--- config.mk ---
export PLATFORM = sky130hd
export DESIGN_NAME = nand_target
export DESIGN_NICKNAME = d
export VERILOG_FILES = /design/src/rtl/nand_pkg.sv /design/src/rtl/nand_pin_sync.sv /design/src/rtl/nand_target.sv
export SDC_FILE = /design/constraint.sdc
export NUM_CORES = 1
export LEC_CHECK = 0
export CAP_MARGIN = 20
export CELL_PAD_IN_SITES_DETAIL_PLACEMENT = 1
export CELL_PAD_IN_SITES_GLOBAL_PLACEMENT = 2
export CORE_MARGIN = 2
export CORE_UTILIZATION = 40
export CTS_BUF_LIST = sky130_fd_sc_hd__clkbuf_4 sky130_fd_sc_hd__clkbuf_8
export CTS_CLUSTER_SIZE = 10
export DETAILED_ROUTE_END_ITERATION = 7
export PLACE_DENSITY = 0.76
export RECOVER_POWER = 100
export SLEW_MARGIN = 20
export SYNTH_ARGS = -nofsm -noshare
export SYNTH_HDL_FRONTEND = slang
export SYNTH_HIERARCHICAL = 1
export SYNTH_SLANG_ARGS = --single-unit
--- constraint.sdc ---
create_clock -name PCLK -period 5.2 [get_ports PCLK]
set_clock_uncertainty 0.05 [all_clocks]
set_input_delay 1.56 -clock PCLK [delete_from_list [all_inputs] [get_ports PCLK]]
set_output_delay 1.56 -clock PCLK [all_outputs]
set_load 0.005 [all_outputs]
--- src/rtl/nand_pkg.sv ---
// nand_pkg: command opcodes, backend op codes, target FSM states, status bit positions
// and pin-synchronizer lane indices shared by the nand_target slice.
package nand_pkg;

   localparam logic [7:0] CMD_READ     = 8'h00;
   localparam logic [7:0] CMD_READ_GO  = 8'h30;
   localparam logic [7:0] CMD_PROG     = 8'h80;
   localparam logic [7:0] CMD_PROG_GO  = 8'h10;
   localparam logic [7:0] CMD_ERASE    = 8'h60;
   localparam logic [7:0] CMD_ERASE_GO = 8'hD0;
   localparam logic [7:0] CMD_STATUS   = 8'h70;
   localparam logic [7:0] CMD_READID   = 8'h90;
   localparam logic [7:0] CMD_RESET    = 8'hFF;

   localparam logic [1:0] OP_READ  = 2'd0;
   localparam logic [1:0] OP_PROG  = 2'd1;
   localparam logic [1:0] OP_ERASE = 2'd2;

   localparam int STAT_WP_BIT   = 7;
   localparam int STAT_RDY_BIT  = 6;
   localparam int STAT_FAIL_BIT = 0;

   // Synchronizer lanes {nwp, nre, nwe, ale, cle, nce}; idle value has all active-low pins high.
   localparam int PIN_NCE = 0;
   localparam int PIN_CLE = 1;
   localparam int PIN_ALE = 2;
   localparam int PIN_NWE = 3;
   localparam int PIN_NRE = 4;
   localparam int PIN_NWP = 5;
   localparam logic [5:0] PIN_IDLE = 6'b111001;

   typedef enum logic [2:0] {
      ST_IDLE = 3'd0,
      ST_ADDR = 3'd1,
      ST_DIN  = 3'd2,
      ST_BUSY = 3'd3,
      ST_DOUT = 3'd4,
      ST_STAT = 3'd5,
      ST_ID   = 3'd6
   } state_t;

   typedef enum logic [1:0] {
      PEND_READ  = 2'd0,
      PEND_PROG  = 2'd1,
      PEND_ERASE = 2'd2,
      PEND_ID    = 2'd3
   } pend_t;

   function automatic logic [7:0] status_byte(input logic wp, input logic rdy, input logic fail);
      logic [7:0] s;
      s = 8'h00;
      s[STAT_WP_BIT]   = wp;
      s[STAT_RDY_BIT]  = rdy;
      s[STAT_FAIL_BIT] = fail;
      return s;
   endfunction

endpackage

--- src/rtl/nand_pin_sync.sv ---
// nand_pin_sync: 2-FF synchronizers for the flash strobes plus nWE-rise and nRE-fall/rise
// pulses derived from the synchronized level against its one-cycle delay.
module nand_pin_sync
   import nand_pkg::*;
(
   input  logic clk,
   input  logic rst,
   input  logic nce_pin,
   input  logic cle_pin,
   input  logic ale_pin,
   input  logic nwe_pin,
   input  logic nre_pin,
   input  logic nwp_pin,
   output logic nce,
   output logic cle,
   output logic ale,
   output logic nre,
   output logic nwp,
   output logic we_rise,
   output logic re_fall,
   output logic re_rise
);

   logic [5:0] meta_r;
   logic [5:0] sync_r;
   logic       nwe_d_r;
   logic       nre_d_r;

   // Two-stage synchronizer and edge-detect delay taps.
   always_ff @(posedge clk) begin
      if (rst) begin
         meta_r  <= PIN_IDLE;
         sync_r  <= PIN_IDLE;
         nwe_d_r <= 1'b1;
         nre_d_r <= 1'b1;
      end else begin
         meta_r  <= {nwp_pin, nre_pin, nwe_pin, ale_pin, cle_pin, nce_pin};
         sync_r  <= meta_r;
         nwe_d_r <= sync_r[PIN_NWE];
         nre_d_r <= sync_r[PIN_NRE];
      end
   end

   assign nce     = sync_r[PIN_NCE];
   assign cle     = sync_r[PIN_CLE];
   assign ale     = sync_r[PIN_ALE];
   assign nre     = sync_r[PIN_NRE];
   assign nwp     = sync_r[PIN_NWP];
   assign we_rise = sync_r[PIN_NWE] & ~nwe_d_r;
   assign re_fall = ~sync_r[PIN_NRE] & nre_d_r;
   assign re_rise = sync_r[PIN_NRE] & ~nre_d_r;

endmodule

--- src/rtl/nand_target.sv ---
// nand_target: ONFI-style NAND device-side responder with page buffer and backend handshake.
// Define NAND_TGT_WP_EN to let F_nWP low block program and erase.
module nand_target
   import nand_pkg::*;
#(
   parameter int          PAGE_BYTES = 64,
   parameter logic [39:0] ID_BYTES   = 40'h00_00_95_DA_EC,
   parameter int          RST_CYCLES = 16
) (
   input  logic                          PCLK,
   input  logic                          PRESET,
   input  logic                          F_nCE,
   input  logic                          F_CLE,
   input  logic                          F_ALE,
   input  logic                          F_nWE,
   input  logic                          F_nRE,
   input  logic                          F_nWP,
   input  logic [7:0]                    F_DIO_in,
   output logic [7:0]                    F_DIO_out,
   output logic                          F_DIO_oe,
   output logic                          F_nRB,
   output logic                          B_Req,
   output logic [1:0]                    B_Op,
   output logic [39:0]                   B_Addr,
   input  logic                          B_Ack,
   input  logic                          B_Fail,
   input  logic [$clog2(PAGE_BYTES)-1:0] B_BufAddr,
   input  logic [7:0]                    B_BufWData,
   input  logic                          B_BufWe,
   output logic [7:0]                    B_BufRData
);

   localparam int AW = $clog2(PAGE_BYTES);
   localparam int RW = $clog2(RST_CYCLES + 1);

   logic nce_s, cle_s, ale_s, nre_s, nwp_s, we_rise_s, re_fall_s, re_rise_s;
   logic wp_block_s, wp_bit_s, gate_s, rd_go_s, pg_go_s, er_go_s, hwe_s;

   state_t        state_r, state_n;
   pend_t         pend_r, pend_n;
   logic [2:0]    acnt_r, acnt_n, idptr_r, idptr_n;
   logic [39:0]   addr_r, addr_n;
   logic [AW-1:0] ptr_r, ptr_n;
   logic [RW-1:0] rcnt_r, rcnt_n;
   logic [1:0]    bop_r, bop_n;
   logic [7:0]    dout_r, dout_n;
   logic          busy_r, busy_n, fail_r, fail_n, oe_r, oe_n, nrb_r, nrb_n;
   logic [7:0]    buf_r [PAGE_BYTES];

   nand_pin_sync u_sync (
      .clk(PCLK), .rst(PRESET),
      .nce_pin(F_nCE), .cle_pin(F_CLE), .ale_pin(F_ALE),
      .nwe_pin(F_nWE), .nre_pin(F_nRE), .nwp_pin(F_nWP),
      .nce(nce_s), .cle(cle_s), .ale(ale_s), .nre(nre_s), .nwp(nwp_s),
      .we_rise(we_rise_s), .re_fall(re_fall_s), .re_rise(re_rise_s)
   );

`ifdef NAND_TGT_WP_EN
   assign wp_block_s = ~nwp_s;
`else
   logic unused_nwp_s;
   assign unused_nwp_s = nwp_s;
   assign wp_block_s   = 1'b0;
`endif
   assign wp_bit_s = ~wp_block_s;
   // While an op or the reset timer runs, only status and reset commands are honoured.
   assign gate_s  = busy_r | (rcnt_r != '0);
   assign rd_go_s = (state_r == ST_ADDR) && (pend_r == PEND_READ) && (acnt_r == 3'd5);
   assign pg_go_s = (state_r == ST_DIN) && (pend_r == PEND_PROG) && !wp_block_s;
   assign er_go_s = (state_r == ST_ADDR) && (pend_r == PEND_ERASE) && (acnt_r == 3'd5) && !wp_block_s;

   // Next-state decode: backend completion, latch cycles, chip deselect and read strobes.
   always_comb begin
      state_n = state_r;  pend_n = pend_r;  acnt_n = acnt_r;  addr_n = addr_r;
      ptr_n   = ptr_r;    idptr_n = idptr_r; busy_n = busy_r; bop_n  = bop_r;
      fail_n  = fail_r;   dout_n = dout_r;  hwe_s  = 1'b0;
      rcnt_n  = (rcnt_r != '0) ? rcnt_r - RW'(1) : rcnt_r;
      if (busy_r && B_Ack) begin
         busy_n = 1'b0;
         fail_n = B_Fail;
         if (state_r == ST_BUSY) begin
            state_n = (bop_r == OP_READ) ? ST_DOUT : ST_IDLE;
            ptr_n   = addr_r[AW-1:0];
         end else begin
            state_n = state_r;
         end
      end else begin
         busy_n = busy_r;
      end
      if (we_rise_s && !nce_s) begin
         if (cle_s && !ale_s) begin
            if (F_DIO_in == CMD_RESET) begin
               state_n = ST_IDLE;
               busy_n  = 1'b0;
               fail_n  = 1'b0;
               rcnt_n  = RW'(RST_CYCLES);
            end else if (F_DIO_in == CMD_STATUS) begin
               state_n = ST_STAT;
            end else if (gate_s) begin
               state_n = state_n;
            end else begin
               case (F_DIO_in)
                  CMD_READ:   begin state_n = ST_ADDR; pend_n = PEND_READ;  acnt_n = 3'd0; addr_n = 40'd0; end
                  CMD_PROG:   begin state_n = ST_ADDR; pend_n = PEND_PROG;  acnt_n = 3'd0; addr_n = 40'd0; end
                  CMD_ERASE:  begin state_n = ST_ADDR; pend_n = PEND_ERASE; acnt_n = 3'd2; addr_n = 40'd0; end
                  CMD_READID: begin state_n = ST_ADDR; pend_n = PEND_ID;    acnt_n = 3'd0; end
                  CMD_READ_GO:  begin state_n = rd_go_s ? ST_BUSY : ST_IDLE; busy_n = rd_go_s;
                                      bop_n = rd_go_s ? OP_READ : bop_r; end
                  CMD_PROG_GO:  begin state_n = pg_go_s ? ST_BUSY : ST_IDLE; busy_n = pg_go_s;
                                      bop_n = pg_go_s ? OP_PROG : bop_r; end
                  CMD_ERASE_GO: begin state_n = er_go_s ? ST_BUSY : ST_IDLE; busy_n = er_go_s;
                                      bop_n = er_go_s ? OP_ERASE : bop_r; end
                  default:    state_n = ST_IDLE;
               endcase
            end
         end else if (gate_s || (cle_s && ale_s)) begin
            state_n = state_n;
         end else if (ale_s) begin
            if ((state_r == ST_ADDR) && (pend_r == PEND_ID)) begin
               state_n = ST_ID;
               idptr_n = 3'd0;
            end else if ((state_r == ST_ADDR) && (acnt_r < 3'd5)) begin
               addr_n[{acnt_r, 3'b000} +: 8] = F_DIO_in;
               acnt_n = acnt_r + 3'd1;
               if ((acnt_r == 3'd4) && (pend_r == PEND_PROG)) begin
                  state_n = ST_DIN;
                  ptr_n   = addr_r[AW-1:0];
               end else begin
                  state_n = ST_ADDR;
               end
            end else begin
               state_n = ST_IDLE;
            end
         end else if (state_r == ST_DIN) begin
            hwe_s = !wp_block_s;
            ptr_n = ptr_r + AW'(1);
         end else begin
            state_n = ST_IDLE;
         end
      end else if (nce_s) begin
         case (state_r)
            ST_ADDR, ST_DIN, ST_DOUT, ST_ID: state_n = ST_IDLE;
            ST_STAT: state_n = busy_n ? ST_BUSY : ST_IDLE;
            default: state_n = state_n;
         endcase
      end else begin
         state_n = state_n;
      end
      if (re_fall_s) begin
         case (state_r)
            ST_DOUT: dout_n = buf_r[ptr_r];
            ST_STAT: dout_n = status_byte(wp_bit_s, nrb_r, fail_r);
            ST_ID:   dout_n = ID_BYTES[{idptr_r, 3'b000} +: 8];
            default: dout_n = dout_r;
         endcase
      end else if (re_rise_s) begin
         case (state_r)
            ST_DOUT: ptr_n   = ptr_r + AW'(1);
            ST_ID:   idptr_n = (idptr_r == 3'd4) ? 3'd0 : idptr_r + 3'd1;
            default: ptr_n   = ptr_n;
         endcase
      end else begin
         dout_n = dout_n;
      end
      oe_n  = ((state_r == ST_DOUT) || (state_r == ST_STAT) || (state_r == ST_ID)) && !nce_s && !nre_s;
      nrb_n = !(busy_n || (rcnt_n != '0));
   end

   // State and registered pin/backend outputs.
   always_ff @(posedge PCLK) begin
      if (PRESET) begin
         state_r <= ST_IDLE;  pend_r <= PEND_READ; acnt_r <= 3'd0; idptr_r <= 3'd0;
         addr_r  <= 40'd0;    ptr_r  <= '0;        rcnt_r <= '0;   bop_r   <= OP_READ;
         dout_r  <= 8'h00;    busy_r <= 1'b0;      fail_r <= 1'b0; oe_r    <= 1'b0;
         nrb_r   <= 1'b1;
      end else begin
         state_r <= state_n;  pend_r <= pend_n;    acnt_r <= acnt_n; idptr_r <= idptr_n;
         addr_r  <= addr_n;   ptr_r  <= ptr_n;     rcnt_r <= rcnt_n; bop_r   <= bop_n;
         dout_r  <= dout_n;   busy_r <= busy_n;    fail_r <= fail_n; oe_r    <= oe_n;
         nrb_r   <= nrb_n;
      end
   end

   // Page buffer: host data-in writes, or backend writes while an op is outstanding.
   always_ff @(posedge PCLK) begin
      if (hwe_s) begin
         buf_r[ptr_r] <= F_DIO_in;
      end else if (busy_r && B_BufWe) begin
         buf_r[B_BufAddr] <= B_BufWData;
      end
   end

   assign B_BufRData = buf_r[B_BufAddr];
   assign F_DIO_out  = dout_r;
   assign F_DIO_oe   = oe_r;
   assign F_nRB      = nrb_r;
   assign B_Req      = busy_r;
   assign B_Op       = bop_r;
   assign B_Addr     = addr_r;

endmodule

==> metrics.csv, run 1 <==
metric,value,unit
dr_wl_met3,6133,um
ios,94,
hold_path_class,flip-flop to flip-flop,
postLayoutCellArea,33720,um^2
wl_per_cell,29.37,um
grt_setup_unrepaired,true,
grt_first_pass_wirelength,134100,um
period_share,1.037,
setup_viol,64,
syn-num-nets,1850,
drt-pass1-iter-count,7,
die_x,271.1,um
maxCapViolCount,4,
violations,"capacitance limit, slew limit, setup timing",
criticalPathCategory,primary input to output pin,
floorplan.initialDensity,0.4055,
outcome,"finished, violations left",
stdcell_count,3089,
numPortBuffers,92,
num_rows,97,
p_leak,10.62,nW
antenna_found_initial,3,
grt_max_degree,65,
cts_hold_buf,0,
fp.dieH,271.1,um
drc,0,
globalplace.congestion,0.8476,
period_needed,5.395,ns
nNetsFinal,2117,
synth_area,28540,um^2
ir_drop,0.2439,mV
dp_cells,2884,
dieArea,73510,um^2
tritoncts,done,
clock-root-buffer,clkbuf_8,
fp.coreArea,70390,um^2
grt_pass1_vias,19965,
slew_headroom,-1.080,
dp_hpwl,60470,um
cp_max_fo,7,
start_kind,primary input,
synthCells,1805,
worst_pin_slew,3.120,ns
wirelength,90740,um
dpl_cell_area,31700,um^2
routed_via_density,6.037,
cts_made_buffers,102,
cts.sink_count,600,
register_area,17140,um^2
yosysWarningCount,6,
cp.required,3.59,ns
drive_gt1_frac,0.2803,
cp-end-kind,output pin,
avgSynthCellArea,15.81,um^2
insertion_delay,0.74,ns
finalMaxSlewViolations,189,
worstPathArrival,3.78,ns
multi_input_area,10840,um^2
top_layer,met5,
final_antenna_net_count,0,
fillers,6920,
clock_path_buffers,3,
cts_max_level,3,
wl_met1,36550,um
vias,18648,
grt.total_usage,0.2487,
powerDensity,301.9,nW/um^2
area_growth,18.12,%
hold_viol,0,
drtIter0Drc,1707,
pre_cts_slack,-0.6478,ns
max_freq,0.1854,GHz
fin_ws,-0.1950,ns
route.met2.wl,45330,um
clk_transition_reported_paths,0.05,ns
overflow,0,
per-layer routing:
layer  track usage  vias up
met1        0.3313     9850
met2        0.4182      691
met5             0        -
met4       0.07577        2
met3       0.04352      180
li1              -     7925
sequential cells by signal (all words and copies together) (netlist names), 2 cells and up:
name	flops
B_Op	2
u_sync/meta_r	5
idptr_r	3
acnt_r	3
u_sync/sync_r	5
B_Addr	40
state_r	3
F_DIO_out	8
rcnt_r	5
ptr_r	6
buf_r	512
pend_r	2
final cells by class:
class | count | share of cell area
Clock inverter | 45 | 0.008016
Clock buffer | 135 | 0.04954
Tap cell | 940 | 0.03488
Inverter | 21 | 0.002338
Antenna cell | 1 | 0.00007422
Sequential cell | 600 | 0.5084
Multi-Input combinational cell | 1058 | 0.3216
Timing Repair Buffer | 289 | 0.07511
final timing paths:
kind                                  startpoint                to  slack (ns)  cells after the start
worst max-delay path                B_BufAddr[0]     B_BufRData[6]       -0.19                      8
worst min-delay path            u_sync/meta_r[3]  u_sync/sync_r[3]        0.37                      1
worst max register to register         rcnt_r[0]      buf_r[22][0]        0.41                      9
worst min register to register  u_sync/meta_r[3]  u_sync/sync_r[3]        0.37                      1
worst max-delay path, cell delays in order:
cell       delay, ns
clkbuf_16       0.17
buf_16          0.13
buf_12          0.14
buf_6           0.11
mux4_2          0.52
mux4_2          0.57
a221o_1         0.39
buf_2           0.15
stage by stage:
| step | power (mW) | TNS (ns) | utilization | hold WS (ns) |
|---|---|---|---|---|
| CTS | 10.27 | -1.019 | 0.4830 | 0.3663 |
| global placement | 6.088 | -4.734 | 0.4503 | 0.3427 |
| global route | 10.52 | -12.45 | 0.4790 | 0.3873 |
| finish | 10.18 | -3.676 | 0.4790 | 0.3677 |
| floorplan | 5.797 | 0 | - | 0.3332 |
| detailed placement | 6.105 | -4.843 | 0.4503 | 0.3512 |
cells in the final DEF, fill, tap and decap left out, types with 30 or more instances in the layout:
cell	n
mux4_2	252
dfxtp_1	85
clkbuf_8	105
dlygate4sd3_1	55
a22oi_1	50
o21ai_0	36
clkbuf_4	30
edfxtp_1	512
buf_4	79
nor2_1	143
nand3_1	42
nand2_1	116
a21oi_1	49
clkbuf_1	72
mux2i_1	82
repair_timing:
item                                    CTS  global route
pin swaps                                13             3
setup buffers                            16             9
cloned                                    2             0
gates resized for setup                  82             3
endpoints found under the setup margin    8             8
power by group:
part	switching (mW)	internal, mW
combinational	0.435	0.329
clock	2.00	2.15
sequential	0.0272	5.24
(Power assumes the default switching activity.)
==> run 2: changes to the inputs <==
--- a/config.mk
+++ b/config.mk
@@ -9,11 +9,11 @@
 export CELL_PAD_IN_SITES_DETAIL_PLACEMENT = 1
 export CELL_PAD_IN_SITES_GLOBAL_PLACEMENT = 2
 export CORE_MARGIN = 2
-export CORE_UTILIZATION = 40
+export CORE_UTILIZATION = 38
 export CTS_BUF_LIST = sky130_fd_sc_hd__clkbuf_4 sky130_fd_sc_hd__clkbuf_8
 export CTS_CLUSTER_SIZE = 10
 export DETAILED_ROUTE_END_ITERATION = 7
-export PLACE_DENSITY = 0.76
+export PLACE_DENSITY = 0.72
 export RECOVER_POWER = 100
 export SLEW_MARGIN = 20
 export SYNTH_ARGS = -nofsm -noshare
==> metrics.csv, run 2 (synthesis results as in run 1) <==
metric,value,unit,change
outcome,"finished, violations left",,unchanged
violations,"capacitance limit, slew limit, setup timing",,unchanged
slew_headroom,-0.8843,,was -1.080
dp_hpwl,61930,um,"was 60,470 um"
setup_tns,-1.177,ns,was -3.676 ns
cp.required,3.59,ns,about the same
hold_ws,0.3650,ns,was 0.3677 ns
clock_path_buffers,3,,unchanged
pre_cts_slack,-0.7425,ns,was -0.6478 ns
grt_setup_unrepaired,true,,unchanged
postLayoutCellArea,33940,um^2,"was 33,720 um^2"
grt_max_degree,63,,was 65
fp.dieH,278.1,um,was 271.1 um
worstPathArrival,3.81,ns,was 3.78 ns
grt_pass1_vias,19931,,was 19.97k
tritoncts,done,,unchanged
drtIter0Drc,1621,,"was 1,707"
globalplace.congestion,0.8591,,was 0.8476
start_kind,primary input,,unchanged
hold_viol,0,,unchanged
dpl_cell_area,31690,um^2,"was 31,700 um^2"
die_x,278.1,um,was 271.1 um
num_rows,100,,was 97
clock-root-buffer,clkbuf_8,,unchanged
drt-pass1-iter-count,5,,was 7
stdcell_count,3113,,"was 3,089"
setup_viol,8,,was 64
grt.total_usage,0.2392,,was 0.2487
cts_made_buffers,103,,was 102
cts_max_level,3,,unchanged
vias,18677,,was 18.65k
largest_register,buf_r,,unchanged
grt_first_pass_wirelength,136000,um,"was 134,100 um"
dieArea,77330,um^2,"was 73,510 um^2"
hold_path_class,flip-flop to flip-flop,,unchanged
fp.coreArea,74450,um^2,"was 70,390 um^2"
antenna_found_initial,2,,was 3
powerDensity,305.1,nW/um^2,was 301.9 nW/um^2
multi_input_area,10880,um^2,"was 10,840 um^2"
overflow,0,,unchanged
power.total,10.35,mW,was 10.18 mW
final_antenna_net_count,0,,unchanged
largest_register_ffs,512,,unchanged
fillers,7288,,"was 6,920"
wl_per_cell,29.48,um,was 29.37 um
fin_ws,-0.2159,ns,was -0.1950 ns
max_freq,0.1846,GHz,was 0.1854 GHz
worst_pin_slew,2.826,ns,was 3.120 ns
cp_max_fo,8,,was 7
wirelength,91760,um,"was 90,740 um"
mostFrequentLayoutCell,edfxtp_1,,unchanged
clk_transition_reported_paths,0.05,ns,about the same
cp-end-kind,output pin,,unchanged
criticalPathCategory,primary input to output pin,,unchanged
floorplan.initialDensity,0.3834,,was 0.4055
ir_drop,0.1805,mV,was 0.2439 mV
period_needed,5.416,ns,was 5.395 ns
ios,94,,unchanged
register_area,17140,um^2,about the same
p_leak,10.69,nW,was 10.62 nW
area_growth,18.89,%,was 18.12%
insertion_delay,0.74,ns,about the same
drc,0,,unchanged
final_cell_mix,"edfxtp_1, mux4_2, nor2_1",,unchanged
cts.sink_count,600,,unchanged
period_share,1.042,,was 1.037
dp_cells,2902,,"was 2,884"
final_util,0.4559,,was 0.4790
numPortBuffers,92,,unchanged
finalMaxSlewViolations,149,,was 189
maxCapViolCount,4,,unchanged
drive_gt1_frac,0.2865,,was 0.2803
routed_via_density,6.000,,was 6.037
nNetsFinal,2112,,"was 2,117"
run 2: cell count changes in the layout (fill, tap and decap cells not counted), sizes merged:
cell,before,now
clkinv,38,21
clkinvlp,1,2
clkbuf,213,232
bufbuf,0,1
dlymetal6s4s,1,0
inv,26,25
buf,131,124
run 2: per-layer routing:
layer | track usage | vias up | part of all wire | routed length, um
li1 | - | 7916 | - | -
met1 | 0.3166 | 9944 | 0.41 | 37810
met2 | 0.4047 | 649 | 0.50 | 45550
met3 | 0.03677 | 168 | 0.058 | 5344
met4 | 0.07817 | 0 | 0.033 | 3066
met5 | 0 | - | 0 | 0
run 2: worst paths after layout:
path                                        from                to  slack [ns]  cells past startpoint
worst max-delay path                B_BufAddr[0]     B_BufRData[6]       -0.22                      8
worst max register to register          ptr_r[0]      F_DIO_out[0]        0.28                      7
worst min register to register  u_sync/meta_r[3]  u_sync/sync_r[3]        0.36                      1
worst min-delay path            u_sync/meta_r[3]  u_sync/sync_r[3]        0.36                      1
run 2: cell type report:
class	count	share of cell area
flip-flops and latches	600	0.5051
multi-input cells	1058	0.3206
repair buffers	283	0.07672
clock buffers	153	0.05375
well taps	969	0.03572
clock inverters	28	0.005751
inverters	21	0.002323
diodes	1	0.00007374
run 2: worst max-delay path, stage by stage:
cell and delay, ns:
clkbuf_16 0.19, buf_16 0.15, buf_4 0.12, buf_16 0.13
mux4_2 0.53, mux4_2 0.51, a221o_1 0.41, buf_2 0.16
run 2: where the power goes:
part / switching (mW) / leakage (nW) / internal [mW] / total [mW]
Sequential: 0.0281 / 5.31 / 5.24 / 5.27
Combinational: 0.448 / 4.30 / 0.338 / 0.786
Clock: 2.00 / 1.08 / 2.29 / 4.30
run 2: repair_timing:
item | 4_1_cts | 5_1_grt
endpoints found under the setup margin | 8 | 8
gates resized for setup | 91 | 1
buffers inserted | 25 | 2
hold endpoints to repair | 0 | 0
cloned | 6 | 0
hold buffers | 0 | 0
pin swaps | 13 | 1
==> run 3: changes to the inputs <==
--- a/config.mk
+++ b/config.mk
@@ -9,11 +9,11 @@
 export CELL_PAD_IN_SITES_DETAIL_PLACEMENT = 1
 export CELL_PAD_IN_SITES_GLOBAL_PLACEMENT = 2
 export CORE_MARGIN = 2
-export CORE_UTILIZATION = 38
+export CORE_UTILIZATION = 43
 export CTS_BUF_LIST = sky130_fd_sc_hd__clkbuf_4 sky130_fd_sc_hd__clkbuf_8
 export CTS_CLUSTER_SIZE = 10
 export DETAILED_ROUTE_END_ITERATION = 7
-export PLACE_DENSITY = 0.72
+export PLACE_DENSITY = 0.8
 export RECOVER_POWER = 100
 export SLEW_MARGIN = 20
 export SYNTH_ARGS = -nofsm -noshare
==> metrics.csv, run 3 (synthesis results as in run 1) <==
metric,value,unit,change
grt_setup_unrepaired,true,,unchanged
final_antenna_net_count,0,,unchanged
final_util,0.5142,,was 0.4559
power_switching,2.442,mW,was 2.480 mW
p_clk_frac,0.414,,was 0.415
hold_viol,0,,unchanged
drt-pass1-iter-count,5,,unchanged
numPortBuffers,92,,unchanged
period_needed,5.337,ns,was 5.416 ns
grt_max_degree,69,,was 63
max_freq,0.1874,GHz,was 0.1846 GHz
fp.coreArea,65750,um^2,"was 74,450 um^2"
cp_max_fo,8,,unchanged
num_rows,94,,was 100
area_growth,18.42,%,was 18.89%
largest_register_ffs,512,,unchanged
powerDensity,305.1,nW/um^2,about the same
r2r-start,ptr_r[1],,was ptr_r[0]
violations,"capacitance limit, slew limit, setup timing",,unchanged
drc,0,,unchanged
floorplan.initialDensity,0.4342,,was 0.3834
cts_hold_buf,0,,unchanged
dp_hpwl,59490,um,"was 61,930 um"
setup_viol,8,,unchanged
cts.sink_count,600,,unchanged
start_kind,primary input,,unchanged
largest_register,buf_r,,unchanged
grt_pass1_vias,19759,,was 19.93k
fin_ws,-0.1366,ns,was -0.2159 ns
mostFrequentLayoutCell,edfxtp_1,,unchanged
overflow,0,,unchanged
slew_headroom,-1.063,,was -0.8843
register_area,17140,um^2,unchanged
multi_input_area,10870,um^2,"was 10,880 um^2"
power_frac_seq,0.511,,was 0.509
crit_path_start,B_BufAddr[0],,unchanged
finalMaxSlewViolations,153,,was 149
antenna_found_initial,3,,was 2
fp.dieH,261.7,um,was 278.1 um
grt_first_pass_wirelength,131500,um,"was 136,000 um"
dieArea,68460,um^2,"was 77,330 um^2"
ios,94,,unchanged
routed_via_density,6.198,,was 6.000
criticalPathCategory,primary input to output pin,,unchanged
maxCapViolCount,3,,was 4
die_x,261.7,um,was 278.1 um
clock_path_buffers,3,,unchanged
insertion_delay,0.73,ns,was 0.74 ns
worst_pin_slew,3.095,ns,was 2.826 ns
worstPathArrival,3.73,ns,was 3.81 ns
tritoncts,done,,unchanged
cp-end-kind,output pin,,unchanged
wirelength,89690,um,"was 91,760 um"
combPwrFrac,0.076,,about the same
vias,18700,,was 18.68k
grt.total_usage,0.2661,,was 0.2392
wl_per_cell,29.73,um,was 29.48 um
nNetsFinal,2118,,"was 2,112"
globalplace.congestion,0.8669,,was 0.8591
cts_made_buffers,100,,was 103
clock-root-buffer,clkbuf_8,,unchanged
clk_transition_reported_paths,0.05,ns,about the same
power.internal,7.871,mW,was 7.874 mW
drive_gt1_frac,0.2918,,was 0.2865
ir_drop,0.2632,mV,was 0.1805 mV
p_leak,10.73,nW,was 10.69 nW
final_cell_mix,"edfxtp_1, mux4_2, nor2_1",,unchanged
outcome,"finished, violations left",,unchanged
netSwitchingFraction,0.2368,,was 0.2395
cp.required,3.59,ns,about the same
cts_max_level,3,,unchanged
hp-start,u_sync/meta_r[3],,unchanged
period_share,1.026,,was 1.042
drtIter0Drc,1623,,"was 1,621"
setup_tns,-0.8016,ns,was -1.177 ns
fillers,6292,,"was 7,288"
hold_path_class,flip-flop to flip-flop,,unchanged
==> run 3: changes by cell type in the layout (fill, tap and decap cells not counted), moves of 4 or more <==
cell,previous run,this run
a21oi_4,4,0
buf_16,12,7
buf_4,70,93
clkbuf_1,70,58
clkbuf_4,45,29
clkbuf_8,108,113
clkinv_1,12,22
clkinv_2,8,13
inv_1,14,18
inv_2,7,3
nand2_1,120,116
nand2_2,1,5
==> run 3: metrics by stage <==
stage / area (um^2) / std cells / setup slack, ns / total power, mW / hold WS [ns]
after global placement: 31400 / 2787 / -0.6095 / 6.076 / 0.3405
after global routing: 33800 / 3017 / -0.1382 / 10.63 / 0.3912
final: 33800 / 3017 / -0.1366 / 10.31 / 0.3634
after CTS: 34090 / 3007 / -0.1721 / 10.38 / 0.3710
after floorplan: 28540 / 1805 / 0.06138 / 5.797 / 0.3332
after detailed placement: 31400 / 2787 / -0.6092 / 6.091 / 0.3465
==> run 3: layout make-up <==
cell class,instances,area share
Tap cell,864,0.03198
Clock buffer,142,0.05245
Antenna cell,1,0.00007403
Multi-Input combinational cell,1058,0.3215
Sequential cell,600,0.5071
Inverter,21,0.002332
Clock inverter,39,0.006959
Timing Repair Buffer,292,0.07758
==> run 3: final timing paths <==
check | slack [ns] | cells after the start | to
min | 0.36 | 1 | u_sync/sync_r[3]
max reg2reg | 0.10 | 5 | buf_r[42][1]
min reg2reg | 0.36 | 1 | u_sync/sync_r[3]
max | -0.14 | 8 | B_BufRData[3]
==> run 3: power by group through the flow <==
stage	Combinational, mW	Clock, mW	Sequential (mW)
after floorplan	0.435	0	5.36
after global placement	0.712	0	5.36
after detailed placement	0.726	0	5.36
after CTS	0.794	4.32	5.26
after global routing	0.830	4.53	5.27
final	0.781	4.26	5.27
==> run 3: worst max-delay path, cell delays in order <==
cell and delay (ns):
clkbuf_16 0.15, buf_16 0.17, buf_16 0.14, buf_12 0.10, mux4_2 0.51, mux4_2 0.55, a221o_1 0.38, buf_2 0.15
==> run 3: routing by layer <==
metal  vias up  wire [um]  GRT usage
li1       7935          -          -
met1      9832      34580     0.3357
met2       748      44990     0.4461
met3       183       6921    0.06520
met4         2       3186     0.1007
met5         -         12          0
==> run 3: what timing repair did <==
action | 4_1_cts | 5_1_grt
endpoints found under the hold margin | 0 | 0
endpoints found under the setup margin | 8 | 8
gates resized for setup | 76 | 12
pin swaps | 7 | 6
cloned | 6 | 1
buffers inserted | 36 | 15
